**src/rtl/xz_result_serializer_pkg.sv**
```systemverilog
`default_nettype none
// ============================================================================
// Module      : xz_result_serializer_pkg
// Description : Shared types, constants and helpers for the x/z result
//               serializer (FSM state encoding, default datapath width,
//               ceiling-log2 for pointer/level widths).
// Revision    : 1.0 - initial release
// ============================================================================
package xz_result_serializer_pkg;

  // Default datapath width, matching the circuit2 result registers.
  localparam int DATA_W_DEF = 32;

  // Output sequencer: x word first, then z word flagged as last.
  typedef enum logic [0:0] {
    ST_SEND_X = 1'b0,
    ST_SEND_Z = 1'b1
  } state_e;

  // Ceiling log2, used only at elaboration time for pointer widths.
  function automatic int clog2(input int value);
    int res;
    int v;
    res = 0;
    v   = value - 1;
    while (v > 0) begin
      res = res + 1;
      v   = v >> 1;
    end
    return res;
  endfunction

endpackage : xz_result_serializer_pkg
`default_nettype wire

```
**src/rtl/xz_pair_fifo.sv**
```systemverilog
`default_nettype none
// ============================================================================
// Module      : xz_pair_fifo
// Description : Synchronous FIFO, WIDTH bits wide and DEPTH entries deep.
//               Pointers carry one extra MSB so that full and empty are told
//               apart by the occupancy count alone.
// Ports       : clk      - rising-edge clock
//               rst      - asynchronous reset, active-low
//               push_i   - write wdata_i (ignored while full)
//               pop_i    - drop the head entry (ignored while empty)
//               wdata_i  - write data
//               rdata_o  - head entry (valid while !empty_o)
//               full_o   - DEPTH entries stored
//               empty_o  - no entries stored
//               level_o  - entries currently stored
// Revision    : 1.0 - initial release
// ============================================================================
module xz_pair_fifo
  import xz_result_serializer_pkg::*;
#(
  parameter int WIDTH = 64,
  parameter int DEPTH = 4
) (
  input  logic                    clk,
  input  logic                    rst,
  input  logic                    push_i,
  input  logic                    pop_i,
  input  logic [WIDTH-1:0]        wdata_i,
  output logic [WIDTH-1:0]        rdata_o,
  output logic                    full_o,
  output logic                    empty_o,
  output logic [clog2(DEPTH):0]   level_o
);

  localparam int AW = clog2(DEPTH);

  logic [WIDTH-1:0] mem_q [DEPTH];
  logic [AW:0]      wr_ptr_q;
  logic [AW:0]      rd_ptr_q;
  logic             do_push;
  logic             do_pop;

  // Occupancy never exceeds DEPTH, so its MSB is set only when full.
  assign level_o = wr_ptr_q - rd_ptr_q;
  assign full_o  = level_o[AW];
  assign empty_o = (level_o == '0);

  assign do_push = push_i & ~full_o;
  assign do_pop  = pop_i & ~empty_o;

  assign rdata_o = mem_q[rd_ptr_q[AW-1:0]];

  always_ff @(posedge clk or negedge rst) begin
    if (!rst) begin
      wr_ptr_q <= '0;
      rd_ptr_q <= '0;
    end else begin
      if (do_push) begin
        wr_ptr_q <= wr_ptr_q + (AW+1)'(1);
      end
      if (do_pop) begin
        rd_ptr_q <= rd_ptr_q + (AW+1)'(1);
      end
    end
  end

  // Storage is cleared on reset so the head never presents X.
  always_ff @(posedge clk or negedge rst) begin
    if (!rst) begin
      for (int i = 0; i < DEPTH; i++) begin
        mem_q[i] <= '0;
      end
    end else if (do_push) begin
      mem_q[wr_ptr_q[AW-1:0]] <= wdata_i;
    end
  end

endmodule : xz_pair_fifo
`default_nettype wire

```
**src/rtl/xz_result_serializer.sv**
```systemverilog
`default_nettype none
// ============================================================================
// Module      : xz_result_serializer
// Description : Buffers signed (x, z) result pairs and streams each pair as
//               two words on a valid/ready interface, x first, then z with
//               out_last. Keeps a wrapping completed-pair count and a
//               wrapping signed sum of emitted z values.
// Ports       : clk        - rising-edge clock
//               rst        - asynchronous reset, active-low
//               in_valid   - pair presented on in_x/in_z
//               in_ready   - a pair can be accepted (registered state only)
//               in_x/in_z  - signed x / z results
//               out_valid  - out_data holds a valid word
//               out_ready  - consumer accepts the word
//               out_data   - x or z word
//               out_last   - out_data is the z word
//               fifo_level - pairs currently stored
//               pair_count - completed pairs emitted (wraps)
//               z_sum      - sum of emitted z (two's-complement wrap)
// Revision    : 1.0 - initial release
// ============================================================================
module xz_result_serializer
  import xz_result_serializer_pkg::*;
#(
  parameter int DATA_W = DATA_W_DEF,
  parameter int DEPTH  = 4,
  parameter int CNT_W  = 16
) (
  input  logic                  clk,
  input  logic                  rst,
  input  logic                  in_valid,
  output logic                  in_ready,
  input  logic [DATA_W-1:0]     in_x,
  input  logic [DATA_W-1:0]     in_z,
  output logic                  out_valid,
  input  logic                  out_ready,
  output logic [DATA_W-1:0]     out_data,
  output logic                  out_last,
  output logic [clog2(DEPTH):0] fifo_level,
  output logic [CNT_W-1:0]      pair_count,
  output logic [DATA_W-1:0]     z_sum
);

  state_e              state_q;
  state_e              state_d;
  logic [CNT_W-1:0]    pair_count_q;
  logic [CNT_W-1:0]    pair_count_d;
  logic [DATA_W-1:0]   z_sum_q;
  logic [DATA_W-1:0]   z_sum_d;

  logic                fifo_full;
  logic                fifo_empty;
  logic                fifo_pop;
  logic [2*DATA_W-1:0] fifo_rdata;
  logic [DATA_W-1:0]   head_x;
  logic [DATA_W-1:0]   head_z;

  xz_pair_fifo #(
    .WIDTH (2*DATA_W),
    .DEPTH (DEPTH)
  ) u_fifo (
    .clk     (clk),
    .rst     (rst),
    .push_i  (in_valid),
    .pop_i   (fifo_pop),
    .wdata_i ({in_x, in_z}),
    .rdata_o (fifo_rdata),
    .full_o  (fifo_full),
    .empty_o (fifo_empty),
    .level_o (fifo_level)
  );

  assign head_x = fifo_rdata[2*DATA_W-1:DATA_W];
  assign head_z = fifo_rdata[DATA_W-1:0];

  // Ready comes from the registered full flag only; a pop in the same cycle
  // does not open a slot until the next edge.
  assign in_ready   = ~fifo_full;
  assign out_valid  = ~fifo_empty;
  assign pair_count = pair_count_q;
  assign z_sum      = z_sum_q;

  always_ff @(posedge clk or negedge rst) begin
    if (!rst) begin
      state_q      <= ST_SEND_X;
      pair_count_q <= '0;
      z_sum_q      <= '0;
    end else begin
      state_q      <= state_d;
      pair_count_q <= pair_count_d;
      z_sum_q      <= z_sum_d;
    end
  end

  // The head entry only leaves the FIFO once its z word is accepted, so a
  // stalled consumer always sees the same word until it takes it.
  always_comb begin
    state_d      = state_q;
    pair_count_d = pair_count_q;
    z_sum_d      = z_sum_q;
    fifo_pop     = 1'b0;
    out_data     = '0;
    out_last     = 1'b0;
    if (!fifo_empty) begin
      case (state_q)
        ST_SEND_X: begin
          out_data = head_x;
          if (out_ready) begin
            state_d = ST_SEND_Z;
          end
        end
        ST_SEND_Z: begin
          out_data = head_z;
          out_last = 1'b1;
          if (out_ready) begin
            fifo_pop     = 1'b1;
            state_d      = ST_SEND_X;
            pair_count_d = pair_count_q + CNT_W'(1);
            z_sum_d      = z_sum_q + head_z;
          end
        end
        default: begin
          state_d = ST_SEND_X;
        end
      endcase
    end
  end

endmodule : xz_result_serializer
`default_nettype wire

```
**config.mk**
```make
export PLATFORM = sky130hd
export DESIGN_NAME = xz_result_serializer
export DESIGN_NICKNAME = d
export VERILOG_FILES = /design/src/rtl/xz_result_serializer_pkg.sv /design/src/rtl/xz_pair_fifo.sv /design/src/rtl/xz_result_serializer.sv
export SDC_FILE = /design/constraint.sdc
export NUM_CORES = 1
export LEC_CHECK = 0
export CORE_ASPECT_RATIO = 0.6
export CORE_MARGIN = 1.5
export CORE_UTILIZATION = 55
export DETAILED_ROUTE_END_ITERATION = 8
export PLACE_DENSITY = 0.88
export SYNTH_ARGS = -nofsm -noshare
export SYNTH_HDL_FRONTEND = slang
export SYNTH_SLANG_ARGS = --single-unit
```
**constraint.sdc**
```tcl
create_clock -name clk -period 4.6 [get_ports clk]
set_input_delay 0.92 -clock clk [delete_from_list [all_inputs] [get_ports clk]]
set_output_delay 0.92 -clock clk [all_outputs]
set_load 0.005 [all_outputs]
```
==> qor.csv, run 1 <==
stage,metric,value,unit
pwr,Peak VDD IR,0.000571,V
pwr,power per cell area,935,mW/mm^2
grt,largest net degree at the start of global routing,97,
timing,Final Skew,0.0281,ns
floorplanning,row count,47,
routing,ANT nets after route,0,
synthesis,Synth area leaders,"dfrtp_1 (50%), mux2_2 (19%), mux4_2 (9.3%)",
synthesis,Syn. warnings,0,
clock_network,Root Buffer,clkbuf_16,
timing,Max Slew Vio Count,0,
floorplanning,I/O pins,154,
synthesis,Post-synth ARST share,100,%
synthesis,Syn Nets,1277,
floorplanning,Initial Util,56.1,%
timing,final hold vios,0,
pwr,Pleak,7.94,nW
clock_network,"Clk pin slew, worst setup/hold paths",0.07,ns
grt,initial antenna violation count,1,
status,outcome,"complete, no violations",
timing,Setup TNS Final,0,ns
synthesis,"area leader, netlist",dfrtp_1,
setup_path,critical path type,flip-flop to output pin,
setup_path,"Req. time, crit path",3.68,ns
placed_design,IO buf count,153,
clock_network,CTS buffer count,29,
grt,first-pass GRT wire length,60500,um
floorplanning,Die ar.,0.0292,sq mm
finish,Final Util,66.6,%
synthesis,"EDFF count, synth",0,
grt,vias in the first global route,10700,
routing,via count,10400,
timing,fmax,230,MHz
setup_path,CP arrival,3.43,ns
synthesis,"flops & latches, synth",311,
setup_path,"Max FO, Critical Path",34,
synthesis,Yosys top cell area share,50.2,%
flow_run,MaxCap Viol Count,0,
timing,minimum clock period,4.35,ns
clock_network,CTS Sinks,311,
timing,RSZ-0062 raised after global routing,no,
synthesis,"Seq/Total Area, Yosys",50.2,%
timing,final setup fails,0,
setup_path,r2r startpoint,u_fifo.rd_ptr_q[0],
clock_network,CTS Hold Bufs,0,
clock_network,H-tree levels,1,
routing,drt via density,6.15,
synthesis,syn_area_per_cell,13.3,sq um
grt,GRT overflow,0,
clock_network,CTS tree,yes,
clock_network,worst-skew pair later-pin latency,0.57,ns
routing,first-pass detailed-route iteration total,5,
setup_path,FF-to-FF path depth,10,
finish,Syn-to-layout area delta,18.7,%
timing,"Period Utilization, post-route",94.5,%
routing,per-cell routed wire length,22.8,um
placed_design,placer congestion estimate,0.925,
setup_path,Worst R2R End,z_sum[31],
routing,Iter 0 DRT Violations,821,
routing,drt total wl,38700,um
setup_path,CP startpoint kind,flip-flop,
floorplanning,Die W,220,um
floorplanning,core area,0.0276,sq mm
synthesis,dominant synthesized flop cell,dfrtp_1,
routing,# DRC,0,
floorplanning,Die Span Y,133,um
setup_path,Reg2Reg Setup Slack,0.57,ns
synthesis,Unique masters post-synth,61,
synthesis,post-synthesis cell area,0.0155,sq mm
timing,worst slew pin tran,0.783,ns
setup_path,crit end category,output pin,
hold_path,Hold Crit Class,input port to async pin,
placed_design,dpl hpwl,26700,um
clock_network,clk buf depth,3,
finish,fin nets,1422,
grt,gr usage total,26.9,%
finish,share of cells above drive strength 1,30.5,%
synthesis,Synth Instances,1168,
timing,Worst slew margin,47.6,%
[what timing repair did]
action	CTS	global route
pin swaps	0	0
setup buffers	0	1
gates resized for setup	1	0
endpoints found under the setup margin	1	1
[per-layer routing]
metal / wire length [um] / share of wire (%) / global-route usage, %
met5: 0 / 0 / 0
met1: 17300 / 45 / 40.0
met2: 17300 / 45 / 39.7
met4: 938 / 2.4 / 7.11
met3: 3170 / 8.2 / 6.69
[synth_stat cells, drive strengths merged, types with 2 or more instances]
master / count
mux4: 64
inv: 21
mux2: 257
xor2: 12
o21ai: 36
nand2: 74
or2: 2
nor2b: 3
and2: 4
buf: 41
fa: 2
or4: 2
a21boi: 3
or3: 4
o21bai: 6
a21oi: 35
a31oi: 6
nand3: 20
o21a: 4
ha: 39
mux2i: 33
nand4: 15
nor4: 2
o211ai: 5
a2111oi: 2
xnor2: 31
dfrtp: 311
clkbuf: 24
and4: 2
and3: 7
nor2: 59
nor3: 5
a211oi: 8
o22ai: 2
a21o: 10
o221ai: 3
[how the worst max path moves through the flow]
| stage | cells after the start | startpoint | end |
|---|---|---|---|
| 2_1_floorplan | 12 | u_fifo.rd_ptr_q[0] | z_sum[24] |
| 4_1_cts | 9 | u_fifo.rd_ptr_q[0] | out_last |
| 3_5_place_dp | 10 | u_fifo.rd_ptr_q[0] | z_sum[31] |
| 6_report | 9 | u_fifo.rd_ptr_q[0] | out_last |
| 5_1_grt | 9 | u_fifo.rd_ptr_q[0] | out_last |
| 3_3_place_gp | 10 | u_fifo.rd_ptr_q[0] | z_sum[31] |
[cells in the final DEF (no fill, tap or decap), types with 4 or more instances in the layout]
| cell | n |
|---|---|
| dfrtp_1 | 308 |
| mux2_2 | 257 |
| clkdlybuf4s50_1 | 152 |
| nand2_1 | 70 |
| mux4_2 | 64 |
| nor2_1 | 59 |
| ha_1 | 39 |
| a21oi_1 | 35 |
| mux2i_1 | 33 |
| o21ai_0 | 33 |
| xnor2_1 | 31 |
| clkbuf_16 | 29 |
| nand3_1 | 19 |
| inv_1 | 18 |
| buf_4 | 17 |
| nand4_1 | 15 |
| xor2_1 | 12 |
| a21o_1 | 10 |
| a211oi_1 | 8 |
| buf_12 | 8 |
| and3_1 | 7 |
| clkbuf_8 | 7 |
| clkbuf_1 | 7 |
| o21bai_1 | 6 |
| a31oi_1 | 6 |
| o211ai_1 | 5 |
| and2_1 | 4 |
| nand2_2 | 4 |
| or3_1 | 4 |
| nor3_1 | 4 |
| clkinv_2 | 4 |
[through the flow]
| stage | instances | setup slack (ns) | hold WS [ns] | power (W) | area [sq um] |
|---|---|---|---|---|---|
| after floorplan | 1168 | 0.856 | 0.448 | 0.0112 | 15500 |
| after global placement | 1648 | 0.542 | 0.467 | 0.0143 | 17500 |
| after detailed placement | 1648 | 0.445 | 0.466 | 0.0147 | 17500 |
| after CTS | 1696 | 0.102 | 0.401 | 0.0171 | 18400 |
| after global routing | 1697 | 0.114 | 0.420 | 0.0182 | 18400 |
| final | 1698 | 0.255 | 0.359 | 0.0172 | 18400 |
[area by class of cell]
class                      count  area, sq um
multi-input combinational    771         7350
antenna                        1         2.50
inverter                      21         81.3
fill                        1988         9240
clock inverter                 5         28.8
sequential                   311         7790
clock buffer                  43          848
tap                          367          459
timing repair buffer         179         1840
[state kept, by name, indices dropped and copies added (netlist names)]
| signal | count |
|---|---|
| u_fifo.mem_q | 256 |
| z_sum | 32 |
| pair_count | 16 |
| u_fifo.rd_ptr_q | 3 |
| u_fifo.wr_ptr_q | 3 |
| state_q | 1 |
[cell families (layout without fill, tap and decap cells)]
kind of cell / after synthesis / in the layout / synth area share, %
AOI/OAI and AO/OA: 130 / 130 / 5.27
other: 0 / 1 / 0
adders and majority gates: 41 / 41 / 3.41
buffers and inverters: 86 / 248 / 2.48
and+or+nand+nor: 202 / 202 / 5.97
xor gates and xnor gates: 44 / 44 / 2.58
muxes: 354 / 354 / 30.1
DFF: 311 / 311 / 50.2
[worst max-delay path: stages, from the launching register on]
cell and delay [ns]:
dfrtp_4 0.66, ha_1 0.29, fa_1 0.39, xnor3_2 0.27, inv_2 0.06, nor3_4 0.12
buf_6 0.34, inv_4 0.10, and2_1 0.17, clkdlybuf4s50_1 0.44
[where the power goes]
part           total [W]  switching, W  internal [W]  leakage [nW]
logic            0.00983       0.00476       0.00507          3.74
registers        0.00509      0.000978       0.00411          3.76
clock network    0.00228       0.00102       0.00126         0.436
Power figures use the tool's default switching activity.
==> run 2, diff against run 1 <==
Settings changed: ABC_CLOCK_PERIOD_IN_PS set to 4600, SETUP_SLACK_MARGIN set to 0.4.
==> qor.csv, run 2 (synthesis results as in run 1) <==
stage,metric,value,unit
routing,ANT nets after route,0,
clock_network,clk buf depth,3,
floorplanning,core area,0.0276,sq mm
setup_path,max incr delay on CP,0.62,ns
grt,gr usage total,27.2,%
routing,drt total wl,38900,um
timing,"Period Utilization, post-route",88.4,%
timing,Setup TNS Final,0,ns
setup_path,Worst Setup SP,u_fifo.rd_ptr_q[1],
placed_design,Placed Area,0.0175,sq mm
setup_path,CP arrival,3.15,ns
routing,drt via density,6.19,
timing,minimum clock period,4.07,ns
pwr,clock power share,13.2,%
finish,max reg flops,256,
routing,# DRC,0,
grt,initial antenna violation count,1,
clock_network,CTS Sinks,311,
grt,largest net degree at the start of global routing,97,
floorplanning,Die Span Y,133,um
timing,WHS,0.359,ns
routing,per-cell routed wire length,22.9,um
clock_network,H-tree levels,1,
timing,Worst slew margin,47.1,%
floorplanning,Die W,220,um
floorplanning,I/O pins,154,
clock_network,"Clk pin slew, worst setup/hold paths",0.07,ns
timing,fmax,246,MHz
clock_network,CTS Hold Bufs,0,
status,outcome,"complete, no violations",
finish,most frequent cells in the layout,"dfrtp_1 (308), mux2_2 (257), clkdlybuf4s50_1 (152)",
pwr,total power,0.0172,W
routing,met1 wire length,17500,um
routing,Iter 0 DRT Violations,846,
pwr,power per cell area,936,mW/mm^2
flow_run,MaxCap Viol Count,0,
pwr,Logic pwr share,57.6,%
pwr,cell-internal power,0.0105,W
placed_design,IO buf count,153,
timing,RSZ-0062 raised after global routing,no,
pwr,sw power,0.00677,W
finish,"commonest non-fill, non-tap cell in the layout",dfrtp_1,
floorplanning,Initial Util,56.1,%
timing,final setup fails,0,
clock_network,Root Buffer,clkbuf_16,
setup_path,CP startpoint kind,flip-flop,
finish,Syn-to-layout area delta,18.9,%
setup_path,"Max FO, Critical Path",34,
setup_path,"CP delay by family, top",buffers and inverters,
setup_path,r2r startpoint,u_fifo.rd_ptr_q[0],
clock_network,worst-skew pair later-pin latency,0.57,ns
timing,Max Slew Vio Count,0,
setup_path,CP Cell Sequence,fa_1 -> xnor3_2 -> inv_2 -> nor3_4 -> buf_12 -> inv_4 -> and2_1 -> clkdlybuf4s50_1,
pwr,sw frac,39.2,%
timing,Final Skew,0.0262,ns
routing,metal2 WL,17200,um
setup_path,critical path type,flip-flop to output pin,
pwr,Peak VDD IR,0.000552,V
grt,vias in the first global route,10700,
timing,final hold vios,0,
finish,cell area after layout,0.0184,sq mm
timing,worst slew pin tran,0.790,ns
placed_design,dpl hpwl,26700,um
finish,share of cells above drive strength 1,30.6,%
finish,Largest Register,u_fifo.mem_q,
grt,GRT overflow,0,
floorplanning,Die ar.,0.0292,sq mm
finish,Filler Cell Count,1984,
placed_design,placer congestion estimate,0.925,
setup_path,CP Buf/Inv Count,4,
floorplanning,row count,47,
pwr,Flop pwr share,29.2,%
hold_path,Hold Crit Class,input port to async pin,
finish,fin nets,1424,
clock_network,CTS tree,yes,
setup_path,crit end category,output pin,
routing,top sig layer,met4,
routing,first-pass detailed-route iteration total,5,
grt,first-pass GRT wire length,60900,um
setup_path,CP max stage cell,dfrtp_2,
pwr,Pleak,7.96,nW
routing,via count,10500,
clock_network,CTS buffer count,29,
setup_path,"Req. time, crit path",3.68,ns
routing,routed wl met3,3120,um
run 2: changes by cell type in the layout (fill, tap and decap cells not counted):
cell,change
buf_12,+2
buf_4,+1
buf_6,-1
run 2: final cells by class:
class                   instances  area [sq um]  area share, %
flip-flops and latches        311          7790           42.3
diodes                          1          2.50         0.0136
repair buffers                181          1870           10.2
well taps                     367           459           2.49
clock inverters                 5          28.8          0.156
clock buffers                  43           848           4.60
multi-input cells             771          7350           39.9
inverters                      21          81.3          0.441
run 2: worst paths after layout:
kind | endpoint | slack [ns] | depth (start not counted)
min in group clk | pair_count[15] | 0.48 | 1
min | u_fifo.mem_q[241] | 0.36 | 1
min reg2reg | pair_count[15] | 0.48 | 1
max in group asynchronous | u_fifo.mem_q[119] | 3.22 | 2
max | out_last | 0.53 | 8
max reg2reg | z_sum[26] | 0.62 | 11
run 2: power by group through the flow:
stage	logic (W)	registers, W	clock network, W
floorplan	0.00658	0.00464	0
finish	0.00993	0.00504	0.00228
global route	0.0107	0.00517	0.00242
global placement	0.00928	0.00502	0
detailed placement	0.00956	0.00511	0
CTS	0.00984	0.00500	0.00232
run 2: what timing repair did:
item                                    CTS  global route
gates resized for setup                   2             1
endpoints found under the setup margin   35             1
cloned                                    0             0
buffers inserted                          3             0
run 2: worst register-to-register path: stages (launching register included):
cell,delay (ns)
dfrtp_4,0.45
buf_4,0.24
buf_12,0.20
mux4_2,0.59
ha_1,0.40
a21oi_1,0.16
o221ai_1,0.47
nand3_1,0.26
a2111oi_2,0.66
a211oi_1,0.19
xor2_1,0.16
o21ai_0,0.14
run 2: through the flow:
stage	std cells	worst slack [ns]	utilization, %
floorplan	1168	0.856	-
global placement	1648	0.542	63.3
detailed placement	1648	0.445	63.3
CTS	1699	0.495	66.7
global route	1699	0.388	66.7
finish	1700	0.532	66.7
run 2: metal layers:
metal,vias to the layer above,GRT usage (%)
met5,-,0
met1,5459,40.2
li1,4584,-
met2,395,39.8
met4,0,7.67
met3,80,6.94
